`src/rtl/nerv_dbg_trigger_if.sv`:
```
// Debug trigger bus between the GDB stub, the NERV core and the trigger unit.
// Groups the stub command channel, the core retire/data-access taps, the
// core stall/halted status and the stop-event channel.
//   slave  : trigger unit side (consumes commands and core taps, emits stall/events)
//   master : stub/core side (issues commands and core taps, consumes stall/events)
interface nerv_dbg_trigger_if #(
    parameter int XLEN = 32,
    parameter int CNTW = 16,
    parameter int IDXW = 4
);
    logic            cmd_vld;
    logic            cmd_rdy;
    logic [2:0]      cmd_op;
    logic [IDXW-1:0] cmd_idx;
    logic [XLEN-1:0] cmd_adr;
    logic [CNTW-1:0] cmd_cnt;

    logic            ret_vld;
    logic [XLEN-1:0] ret_pc;
    logic            mem_vld;
    logic            mem_wen;
    logic [XLEN-1:0] mem_adr;

    logic            cpu_stall;
    logic            halted;

    logic            evt_vld;
    logic            evt_rdy;
    logic [2:0]      evt_cause;
    logic [IDXW-1:0] evt_idx;
    logic [XLEN-1:0] evt_pc;

    modport slave (
        input  cmd_vld, cmd_op, cmd_idx, cmd_adr, cmd_cnt,
        input  ret_vld, ret_pc, mem_vld, mem_wen, mem_adr,
        input  evt_rdy,
        output cmd_rdy, cpu_stall, halted,
        output evt_vld, evt_cause, evt_idx, evt_pc
    );

    modport master (
        output cmd_vld, cmd_op, cmd_idx, cmd_adr, cmd_cnt,
        output ret_vld, ret_pc, mem_vld, mem_wen, mem_adr,
        output evt_rdy,
        input  cmd_rdy, cpu_stall, halted,
        input  evt_vld, evt_cause, evt_idx, evt_pc
    );
endinterface

```
`src/rtl/nerv_dbg_trigger.sv`:
```
// Hardware debug trigger and run-control unit for the NERV core.
// Holds BNUM PC breakpoints and WNUM store watchpoints, implements halt,
// resume and N-instruction single-step by stalling the core, and reports
// every stop to the stub as an event (cause, comparator index, last PC).
// Ports:
//   clk  : system clock
//   rst  : asynchronous active-high reset
//   bus  : nerv_dbg_trigger_if.slave (command, core taps, stall, event)
//
// state    | meaning
// ---------+---------------------------------------------------------------
// S_RUN    | core free-running, triggers armed
// S_STEP   | core running for a bounded number of retirements
// S_REPORT | core stalled, stop event presented to the stub
// S_HALT   | core stalled, waiting for RESUME/STEP
module nerv_dbg_trigger #(
    parameter int XLEN = 32,
    parameter int BNUM = 4,
    parameter int WNUM = 2,
    parameter int CNTW = 16
) (
    input  logic                clk,
    input  logic                rst,
    nerv_dbg_trigger_if.slave   bus
);
    localparam int IDXW = 4;

    localparam logic [2:0] OP_HALT    = 3'd1;
    localparam logic [2:0] OP_RESUME  = 3'd2;
    localparam logic [2:0] OP_STEP    = 3'd3;
    localparam logic [2:0] OP_SET_BRK = 3'd4;
    localparam logic [2:0] OP_CLR_BRK = 3'd5;
    localparam logic [2:0] OP_SET_WTC = 3'd6;
    localparam logic [2:0] OP_CLR_WTC = 3'd7;

    localparam logic [2:0] CAUSE_HALT = 3'd1;
    localparam logic [2:0] CAUSE_STEP = 3'd2;
    localparam logic [2:0] CAUSE_BRK  = 3'd3;
    localparam logic [2:0] CAUSE_WTC  = 3'd4;

    typedef enum logic [1:0] {S_RUN, S_STEP, S_REPORT, S_HALT} state_t;

    state_t             state_q;
    logic               cpu_stall_q;
    logic               halted_q;
    logic               cmd_rdy_q;
    logic               evt_vld_q;
    logic [2:0]         evt_cause_q;
    logic [IDXW-1:0]    evt_idx_q;
    logic [XLEN-1:0]    evt_pc_q;
    logic [XLEN-1:0]    last_pc_q, last_pc_d;
    logic [CNTW-1:0]    cnt_q;
    logic               skip_q;

    logic [XLEN-1:0]    brk_adr_q [BNUM];
    logic [BNUM-1:0]    brk_en_q;
    logic [XLEN-1:0]    wtc_adr_q [WNUM];
    logic [WNUM-1:0]    wtc_en_q;

    logic               active;
    logic               cmd_fire;
    logic               brk_hit, wtc_hit, step_hit, halt_req, trig;
    logic [IDXW-1:0]    brk_idx, wtc_idx;
    logic [2:0]         cause_d;
    logic [IDXW-1:0]    idx_d;

    assign active    = (state_q == S_RUN) || (state_q == S_STEP);
    assign cmd_fire  = bus.cmd_vld && cmd_rdy_q;
    assign last_pc_d = bus.ret_vld ? bus.ret_pc : last_pc_q;

    // Descending scan so the lowest matching comparator is the one reported.
    always_comb begin
        brk_hit = 1'b0;
        brk_idx = '0;
        for (int i = BNUM - 1; i >= 0; i--) begin
            if (active && bus.ret_vld && !skip_q && brk_en_q[i] &&
                (bus.ret_pc == brk_adr_q[i])) begin
                brk_hit = 1'b1;
                brk_idx = IDXW'(i);
            end
        end
    end

    // Word-granular watch: the two byte-offset bits are masked out.
    always_comb begin
        wtc_hit = 1'b0;
        wtc_idx = '0;
        for (int j = WNUM - 1; j >= 0; j--) begin
            if (active && bus.mem_vld && bus.mem_wen && wtc_en_q[j] &&
                (((bus.mem_adr ^ wtc_adr_q[j]) & ~XLEN'(3)) == '0)) begin
                wtc_hit = 1'b1;
                wtc_idx = IDXW'(j);
            end
        end
    end

    assign step_hit = (state_q == S_STEP) && bus.ret_vld && (cnt_q == CNTW'(1));
    assign halt_req = active && cmd_fire && (bus.cmd_op == OP_HALT);
    assign trig     = brk_hit || wtc_hit || step_hit || halt_req;

    always_comb begin
        cause_d = CAUSE_HALT;
        idx_d   = '0;
        if (brk_hit) begin
            cause_d = CAUSE_BRK;
            idx_d   = brk_idx;
        end else if (wtc_hit) begin
            cause_d = CAUSE_WTC;
            idx_d   = wtc_idx;
        end else if (step_hit) begin
            cause_d = CAUSE_STEP;
        end
    end

    always_ff @(posedge clk or posedge rst) begin
        if (rst) begin
            state_q     <= S_HALT;
            cpu_stall_q <= 1'b1;
            halted_q    <= 1'b1;
            cmd_rdy_q   <= 1'b1;
            evt_vld_q   <= 1'b0;
            evt_cause_q <= '0;
            evt_idx_q   <= '0;
            evt_pc_q    <= '0;
            last_pc_q   <= '0;
            cnt_q       <= '0;
            skip_q      <= 1'b0;
            brk_en_q    <= '0;
            wtc_en_q    <= '0;
            for (int i = 0; i < BNUM; i++) brk_adr_q[i] <= '0;
            for (int j = 0; j < WNUM; j++) wtc_adr_q[j] <= '0;
        end else begin
            last_pc_q <= last_pc_d;

            // Comparator configuration; out-of-range indices match no slot.
            if (cmd_fire) begin
                for (int i = 0; i < BNUM; i++) begin
                    if (bus.cmd_idx == IDXW'(i)) begin
                        if (bus.cmd_op == OP_SET_BRK) begin
                            brk_en_q[i]  <= 1'b1;
                            brk_adr_q[i] <= bus.cmd_adr;
                        end else if (bus.cmd_op == OP_CLR_BRK) begin
                            brk_en_q[i]  <= 1'b0;
                        end
                    end
                end
                for (int j = 0; j < WNUM; j++) begin
                    if (bus.cmd_idx == IDXW'(j)) begin
                        if (bus.cmd_op == OP_SET_WTC) begin
                            wtc_en_q[j]  <= 1'b1;
                            wtc_adr_q[j] <= bus.cmd_adr;
                        end else if (bus.cmd_op == OP_CLR_WTC) begin
                            wtc_en_q[j]  <= 1'b0;
                        end
                    end
                end
            end

            // Breakpoint suppression lasts only until the first retirement.
            if (active && bus.ret_vld) skip_q <= 1'b0;
            if ((state_q == S_STEP) && bus.ret_vld) cnt_q <= cnt_q - CNTW'(1);

            case (state_q)
                S_RUN, S_STEP: begin
                    if (trig) begin
                        state_q     <= S_REPORT;
                        cpu_stall_q <= 1'b1;
                        cmd_rdy_q   <= 1'b0;
                        evt_vld_q   <= 1'b1;
                        evt_cause_q <= cause_d;
                        evt_idx_q   <= idx_d;
                        evt_pc_q    <= last_pc_d;
                    end
                end
                S_REPORT: begin
                    if (bus.evt_rdy) begin
                        state_q   <= S_HALT;
                        halted_q  <= 1'b1;
                        cmd_rdy_q <= 1'b1;
                        evt_vld_q <= 1'b0;
                    end
                end
                S_HALT: begin
                    if (cmd_fire && (bus.cmd_op == OP_RESUME)) begin
                        state_q     <= S_RUN;
                        cpu_stall_q <= 1'b0;
                        halted_q    <= 1'b0;
                        skip_q      <= 1'b1;
                    end else if (cmd_fire && (bus.cmd_op == OP_STEP)) begin
                        state_q     <= S_STEP;
                        cpu_stall_q <= 1'b0;
                        halted_q    <= 1'b0;
                        skip_q      <= 1'b1;
                        cnt_q       <= (bus.cmd_cnt == '0) ? CNTW'(1) : bus.cmd_cnt;
                    end
                end
                default: state_q <= S_HALT;
            endcase
        end
    end

    assign bus.cpu_stall = cpu_stall_q;
    assign bus.halted    = halted_q;
    assign bus.cmd_rdy   = cmd_rdy_q;
    assign bus.evt_vld   = evt_vld_q;
    assign bus.evt_cause = evt_cause_q;
    assign bus.evt_idx   = evt_idx_q;
    assign bus.evt_pc    = evt_pc_q;
endmodule

```
`src/flat_wrapper.sv`:
```
// flat-port wrapper written by rule: the top's interface ports become plain ports
module nerv_dbg_trigger_flat 
#(
    parameter int XLEN = 32,
    parameter int BNUM = 4,
    parameter int WNUM = 2,
    parameter int CNTW = 16
)
  (clk, rst, bus_cmd_vld, bus_cmd_op, bus_cmd_idx, bus_cmd_adr, bus_cmd_cnt, bus_ret_vld, bus_ret_pc, bus_mem_vld, bus_mem_wen, bus_mem_adr, bus_evt_rdy, bus_cmd_rdy, bus_cpu_stall, bus_halted, bus_evt_vld, bus_evt_cause, bus_evt_idx, bus_evt_pc);
  nerv_dbg_trigger_if #(.XLEN(XLEN), .CNTW(CNTW), .IDXW(4)) bus_i ();
  input  logic clk;
  input  logic rst;
  input wire logic [$bits(bus_i.cmd_vld)-1:0] bus_cmd_vld;
  input wire logic [$bits(bus_i.cmd_op)-1:0] bus_cmd_op;
  input wire logic [$bits(bus_i.cmd_idx)-1:0] bus_cmd_idx;
  input wire logic [$bits(bus_i.cmd_adr)-1:0] bus_cmd_adr;
  input wire logic [$bits(bus_i.cmd_cnt)-1:0] bus_cmd_cnt;
  input wire logic [$bits(bus_i.ret_vld)-1:0] bus_ret_vld;
  input wire logic [$bits(bus_i.ret_pc)-1:0] bus_ret_pc;
  input wire logic [$bits(bus_i.mem_vld)-1:0] bus_mem_vld;
  input wire logic [$bits(bus_i.mem_wen)-1:0] bus_mem_wen;
  input wire logic [$bits(bus_i.mem_adr)-1:0] bus_mem_adr;
  input wire logic [$bits(bus_i.evt_rdy)-1:0] bus_evt_rdy;
  output wire logic [$bits(bus_i.cmd_rdy)-1:0] bus_cmd_rdy;
  output wire logic [$bits(bus_i.cpu_stall)-1:0] bus_cpu_stall;
  output wire logic [$bits(bus_i.halted)-1:0] bus_halted;
  output wire logic [$bits(bus_i.evt_vld)-1:0] bus_evt_vld;
  output wire logic [$bits(bus_i.evt_cause)-1:0] bus_evt_cause;
  output wire logic [$bits(bus_i.evt_idx)-1:0] bus_evt_idx;
  output wire logic [$bits(bus_i.evt_pc)-1:0] bus_evt_pc;
  assign bus_i.cmd_vld = bus_cmd_vld;
  assign bus_i.cmd_op = bus_cmd_op;
  assign bus_i.cmd_idx = bus_cmd_idx;
  assign bus_i.cmd_adr = bus_cmd_adr;
  assign bus_i.cmd_cnt = bus_cmd_cnt;
  assign bus_i.ret_vld = bus_ret_vld;
  assign bus_i.ret_pc = bus_ret_pc;
  assign bus_i.mem_vld = bus_mem_vld;
  assign bus_i.mem_wen = bus_mem_wen;
  assign bus_i.mem_adr = bus_mem_adr;
  assign bus_i.evt_rdy = bus_evt_rdy;
  assign bus_cmd_rdy = bus_i.cmd_rdy;
  assign bus_cpu_stall = bus_i.cpu_stall;
  assign bus_halted = bus_i.halted;
  assign bus_evt_vld = bus_i.evt_vld;
  assign bus_evt_cause = bus_i.evt_cause;
  assign bus_evt_idx = bus_i.evt_idx;
  assign bus_evt_pc = bus_i.evt_pc;
  nerv_dbg_trigger #(.XLEN(XLEN), .BNUM(BNUM), .WNUM(WNUM), .CNTW(CNTW)) u_core (.clk(clk), .rst(rst), .bus(bus_i));
endmodule
```
`config.mk`:
```
export PLATFORM = sky130hd
export DESIGN_NAME = nerv_dbg_trigger_flat
export DESIGN_NICKNAME = d
export VERILOG_FILES = /design/src/rtl/nerv_dbg_trigger_if.sv /design/src/rtl/nerv_dbg_trigger.sv /design/src/flat_wrapper.sv
export SDC_FILE = /design/constraint.sdc
export NUM_CORES = 1
export LEC_CHECK = 0
export BUFFER_PORTS_ARGS = -buffer_cell sky130_fd_sc_hd__buf_2
export CORE_UTILIZATION = 45
export DETAILED_ROUTE_END_ITERATION = 7
export HOLD_SLACK_MARGIN = 0.06
export PLACE_DENSITY = 0.71
export SLEW_MARGIN = 20
export SYNTH_ARGS = -nofsm -noshare
export SYNTH_HDL_FRONTEND = slang
export SYNTH_SLANG_ARGS = --single-unit
```
`constraint.sdc`:
```
create_clock -name clk -period 25.2 [get_ports clk]
set_clock_uncertainty 0.05 [all_clocks]
set_input_delay 0 -clock clk [delete_from_list [all_inputs] [get_ports clk]]
set_output_delay 0 -clock clk [all_outputs]
set_load 0.05 [all_outputs]
```
==> impl_metrics.tcl, run 1 <==
set metrics [dict create \
    start_util_pct 45.7 \
    top_usage_layer "met2" \
    ys_types 52 \
    synth_common_cells "281 x dfrtp_1, 163 x mux2_2, 122 x xor2_1" \
    postRouteAntennaNets 0 \
    p_int_mw 0.976 \
    setup_viol 0 \
    firstDrtPassIters 5 \
    via_count 8740 \
    r2r_slack_ns 21.94 \
    met1_usage_pct 30.1 \
    std_cell_rows 63 \
    peakVddDrop_v 0.0000575 \
    tightest_slew_ns 0.806 \
    required_ns 25.58 \
    p_sw_share_pct 31.5 \
    finalPower_mw 1.43 \
    drive_above_1_share_pct 33.6 \
    htree_levels 1 \
    synth_top_area_share_pct 51.9 \
    setup_tns_ns 0 \
    antenna_found_initial 0 \
    min_period_over_period_pct 12.9 \
    yosysSeqAreaShare_pct 52.9 \
    synth_area_um2 13500 \
    post_cts_buffers 0 \
    worstSetupEndpointType "flip-flop" \
    totalWireLength_um 33900 \
    hold_viol 0 \
    grtUsageTotal_pct 22.6 \
    grt_first_pass_wirelength_um 53300 \
    synth_area_leader_cell "dfrtp_1" \
    die_height_um 175 \
    synth_edf_count 0 \
    areaGrowthSynthToFinish_pct 23.2 \
    use_met3_pct 2.84 \
    fin_crit_ns 3.26 \
    hold_class "in -> reg" \
    grt_max_degree 200 \
    final_nets 1403 \
    criticalPathCategory "reg -> reg" \
    io_pins 169 \
    status "finished clean" \
    synth.area.top_cells "dfrtp_1 52%, mux2_2 14%, xor2_1 7.9%" \
    ctsHoldBuffers 101 \
    drcViolationCount 0 \
    synth_ff_type "dfrtp_1" \
    cts_sinks 286 \
    cp_max_fo 33 \
    ys_warn_count 0 \
    antennaDiodeCount 0 \
    clk_pin_slew_worst_paths_ns 0.06 \
    cts_made_buffers 30 \
    grt_pass1_vias 9205 \
    p_seq_share_pct 41.7 \
    drv_slew 0 \
    dp_hpwl_um 23400 \
    clock.fmax_mhz 307 \
    arrival_ns 3.64 \
    place.gp.congestion 0.833 \
    async_reset_ff_share_pct 100 \
    avgRoutedWirePerCell_um 20.1 \
    die_w_um 175 \
    pwr-share-comb_pct 25.6 \
    power_frac_clock_pct 32.7 \
    port_buffers 164 \
    p_sw_mw 0.449 \
    ctsResizeCount 0 \
    cts_tree "done" \
    cts_root_buffer "clkbuf_16" \
    use_met2_pct 39.4 \
    powerDensity_nw_per_um2 85.4 \
    avgViaCountPerCell 5.19 \
    rsz0062_at_grt "no" \
    synth_most_common_cell "dfrtp_1" \
    clock_latency_ns 0.56 \
    syn_area_per_cell_um2 13.1 \
    ys_ff_latch 286 \
    cts_buffer_depth 3 \
    leakage_nw 8.20 \
    overflow 0 \
    startpoint_type "flip-flop" \
    max-slew-margin-rel_pct 46.3 \
    die_area_um2 30800 \
    drt_iter0_markers 438 \
    synthCells 1032 \
    coreArea_um2 29600 \
    max-cap-violations 0 \
]
## layout by cell type (no fill, tap or decap), types with 5 or more instances in the layout
master,n
buf_2,164
clkinv_2,6
nand2_1,41
buf_4,8
clkbuf_16,30
xnor2_1,74
clkbuf_1,5
nand4_1,22
mux2_4,32
nand3_1,10
o21ai_0,16
bufinv_16,6
dlygate4sd3_1,101
a21oi_1,6
nor2b_1,5
mux2_2,163
xor2_1,122
nor2_1,17
dfrtp_1,281
inv_1,12
dfstp_2,5
nor3_1,5
nand2b_1,7
mux2_1,56
nor4_1,37
## registers in the layout, summed over array words and instances, names as in the netlist
name	count
u_core.brk_adr_q	128
u_core.wtc_adr_q	60
u_core.bus.evt_pc	32
u_core.last_pc_q	32
u_core.cnt_q	16
u_core.brk_en_q	4
u_core.bus.evt_cause	3
u_core.bus.evt_idx	2
u_core.state_q	2
u_core.wtc_en_q	2
u_core.bus.cmd_rdy	1
u_core.bus.cpu_stall	1
u_core.bus.evt_vld	1
u_core.bus.halted	1
u_core.skip_q	1
## cells by family (layout without fill, tap and decap cells)
group,after synthesis,count (layout),synth area share (%)
flip-flops,286,286,52.9
AND/OR/NAND/NOR,171,171,7.24
adder cells (fa/ha/maj),2,2,0.185
buffers and inverters,79,340,3.02
AO/OA/AOI/OAI,46,46,2.21
multiplexers,251,251,21.8
XOR/XNOR,196,196,12.7
other,1,2,0.0277
## critical path, stage by stage (launching register included)
cell and delay [ns]:
dfrtp_1 0.39, xor2_1 0.19, nor4_1 0.53, nand2_1 0.11, or4_4 0.58, nor4b_4 0.17, and3_2 0.32, buf_4 0.35
mux2_4 0.38
## metal layers
layer	wire length, um	vias to the layer above	part of all wire (%)
li1	-	4051	-
met1	15100	4455	44
met2	16900	193	50
met3	1280	41	3.8
met4	647	0	1.9
met5	0	-	0
## area by class of cell
class	instances	area [um2]
fillers	2483	13000
multi-input cells	668	6000
well taps	390	488
repair buffers	275	1940
inverters	14	60.1
clock buffers	38	811
flip-flops and latches	286	7160
clock inverters	13	226
## metrics by stage
step	utilization (%)	std cells	setup WS (ns)	area, um2	hold WS, ns
3_5_place_dp	49.3	1531	21.96	14600	0.0967
6_report	56.3	1684	21.94	16700	0.0740
3_3_place_gp	49.3	1531	21.99	14600	0.0860
2_1_floorplan	-	1033	17.27	13500	0.0554
4_1_cts	56.2	1683	21.94	16700	0.0799
5_1_grt	56.3	1684	21.82	16700	0.101
## final timing paths
path / from / endpoint / cells after the start
worst min register to register: u_core.bus.cpu_stall / u_core.bus.cpu_stall / 2
worst min-delay path: bus_ret_vld / u_core.skip_q / 5
min in group asynchronous: rst / u_core.wtc_adr_q[28] / 4
worst max register to register: u_core.brk_adr_q[5] / u_core.bus.evt_pc[17] / 8
worst max-delay path: u_core.brk_adr_q[5] / u_core.bus.evt_pc[17] / 8
max in group asynchronous: rst / u_core.wtc_adr_q[45] / 6
## power by group through the flow
stage / Combinational, mW / Clock (mW) / Sequential (mW)
after floorplan: 0.157 / 0 / 0.699
after global placement: 0.340 / 0 / 0.597
after detailed placement: 0.346 / 0 / 0.601
after CTS: 0.366 / 0.474 / 0.595
after global routing: 0.391 / 0.494 / 0.605
final: 0.365 / 0.466 / 0.595
Power figures use the tool's default switching activity.
==> inputs of run 2 (changes only) <==
ABC_AREA = 1   (was default)
clock period = 3.2 ns   (was 25.2 ns; I/O delays follow)
==> impl_metrics.tcl, run 2 <==
set metrics [dict create \
    async_reset_ff_share_pct 100 \
    firstDrtPassIters 6 \
    die_w_um 182 \
    final_cell_mix "695 x nand2_1, 281 x dfrtp_1, 271 x inv_1, 219 x o21ai_0, 164 x buf_2" \
    synth_top_area_share_pct 48.3 \
    max_stage_delay_ns 0.58 \
    start_util_pct 45.9 \
    cts_root_buffer "clkbuf_16" \
    drive_above_1_share_pct 11.9 \
    drcViolationCount 0 \
    synth-xor-area-share_pct 3.67 \
    final_nets 2340 \
    synth_area_um2 14600 \
    cts_tree "done" \
    grt_max_degree 75 \
    cts_made_buffers 31 \
    place_area_um2 15700 \
    io_pins 169 \
    grt_first_pass_wirelength_um 73000 \
    clock_latency_ns 0.57 \
    clock.fmax_mhz 351 \
    overflow 0 \
    dp_cells 2473 \
    peakVddDrop_v 0.000453 \
    synth_ff_type "dfrtp_1" \
    required_ns 3.60 \
    synth_edf_count 0 \
    num-fill-cells 2964 \
    synth_area_leader_cell "dfrtp_1" \
    worstSetupEndpointType "flip-flop" \
    hold_viol 0 \
    grt_pass1_vias 13000 \
    arrival_ns 3.25 \
    finalPower_mw 11.6 \
    path_buf_inv 4 \
    clk_pin_slew_worst_paths_ns 0.06 \
    ys_ff_latch 286 \
    leakage_nw 8.89 \
    grtUsageTotal_pct 28.8 \
    max-cap-violations 0 \
    yosys.area_share.simple_pct 27.4 \
    areaGrowthSynthToFinish_pct 23.5 \
    avgViaCountPerCell 5.20 \
    setup_viol 0 \
    path_cells "nand2_1, nor2_1, inv_1, nor3_1, inv_1, nor2_4, inv_1, nor2_1, a31oi_1, dlygate4sd3_1" \
    synth_common_cells "698 x nand2_1, 281 x dfrtp_1, 272 x inv_1" \
    synthCells 1956 \
    syn_area_per_cell_um2 7.44 \
    final_cells 2640 \
    cts_buffer_depth 3 \
    largest_reg_flops 128 \
    postRouteAntennaNets 0 \
    synth.area.top_cells "dfrtp_1 48%, nand2_1 18%, o21ai_0 7.5%" \
    port_buffers 164 \
    cp_max_fo 13 \
    drv_slew 0 \
    std_cell_rows 65 \
    status "finished clean" \
    largest_register "u_core.brk_adr_q" \
    tightest_slew_ns 1.05 \
    place.gp.congestion 0.985 \
    drt_iter0_markers 1350 \
    criticalPathCategory "reg -> reg" \
    rsz0062_at_grt "no" \
    fin_area_um2 18000 \
    post_cts_buffers 0 \
    synth_most_common_cell "nand2_1" \
    htree_levels 1 \
    synth.mux.area_fraction_pct 0.0774 \
    coreArea_um2 31700 \
    critPathSlowestCell "dlygate4sd3_1" \
    min_period_over_period_pct 89.2 \
    via_count 13700 \
    antenna_found_initial 0 \
    hold_class "in -> async" \
    die_height_um 182 \
    yosysSeqAreaShare_pct 49.2 \
    startpoint_type "flip-flop" \
    timing.final.ws_setup_ns 0.347 \
    ys_types 47 \
    final_common_cell "nand2_1" \
    holdWs_ns 0.171 \
    max-slew-margin-rel_pct 29.7 \
    path_common_cell "inv_1" \
    dp_hpwl_um 34600 \
    cts_sinks 286 \
    fin_crit_ns 2.85 \
    avgRoutedWirePerCell_um 17.8 \
    synth_compound_area_share_pct 10.2 \
    synthAdderAreaFrac_pct 0.172 \
    post-place-ws_ns 0.611 \
    ys_warn_count 0 \
    synth_top_family_by_area "simple AND/OR/NAND/NOR gates" \
    reg_top3 "u_core.brk_adr_q (128), u_core.wtc_adr_q (60)" \
    totalWireLength_um 47100 \
    die_area_um2 33100 \
    powerDensity_nw_per_um2 646 \
    cp_top_family "buffers and inverters" \
]
## run 2: cell types whose count changed after synthesis, sizes merged, moves of 23 or more
cell / delta
nand4: +23
nor2: +135
nand3: +31
xnor2: -26
a21oi: +34
inv: +263
mux2: -250
xor2: -109
nor4: -35
o21ai: +201
nand2: +661
## run 2: layout make-up
| type | count | area (um2) | area share [%] |
|---|---|---|---|
| clock inverter | 17 | 262 | 1.45 |
| antenna | 1 | 2.50 | 0.0139 |
| multi-input combinational | 1328 | 6060 | 33.7 |
| clock buffer | 41 | 883 | 4.91 |
| timing repair buffer | 286 | 2040 | 11.4 |
| tap | 402 | 503 | 2.80 |
| inverter | 279 | 1050 | 5.86 |
| sequential | 286 | 7160 | 39.8 |
## run 2: final timing paths
check	start	endpoint	slack, ns	depth (start not counted)
max reg2reg	u_core.bus.cmd_rdy	u_core.cnt_q[3]	0.35	10
min	rst	u_core.brk_adr_q[52]	0.17	3
max	u_core.bus.cmd_rdy	u_core.cnt_q[3]	0.35	10
min reg2reg	u_core.bus.evt_pc[22]	u_core.bus.evt_pc[22]	0.41	2
min in group clk	bus_cmd_cnt[14]	u_core.cnt_q[14]	0.21	4
max in group asynchronous	rst	u_core.wtc_adr_q[53]	1.95	4
## run 2: worst min-delay path, delay by kind of cell
family	cells	cell delay, ns
buffers and inverters	3	1.32
## run 2: kinds of logic (layout without fill, tap and decap cells)
logic type,after synthesis,in the layout
simple gates,976,976
buf+inv,343,623
compound gates,286,286
flops,286,286
xor+xnor,61,61
fa+ha+maj,2,2
other cells,1,3
mux,1,1
## run 2: layer usage
metal  track usage, %  wire length [um]  vias up  part of all wire [%]
met5             2.07                93        -                  0.20
met1             41.0             21100     6447                    45
met2             45.0             20800      587                    44
li1                 -                 -     6597                     -
met4             9.05              1440        2                   3.1
met3             4.43              3610       82                   7.7
## run 2: repair_timing
action | CTS | global route
hold endpoints to repair | 312 | 0
hold buffers | 108 | 0
resized for setup | 0 | 1
endpoints found under the setup margin | 0 | 1
## run 2: power breakdown
group          total [mW]  leakage (nW)  internal [mW]  switching, mW
clock                3.96         0.554           2.43           1.53
combinational        2.99          4.60          0.935           2.06
sequential           4.67          3.74           4.24          0.426
## run 2: per-stage QoR
| stage | util [%] | TNS, ns |
|---|---|---|
| after global placement | 49.6 | 0 |
| after global routing | 56.7 | 0 |
| after detailed placement | 49.6 | 0 |
| after floorplan | - | -179.04 |
| after CTS | 56.7 | 0 |
| final | 56.7 | 0 |
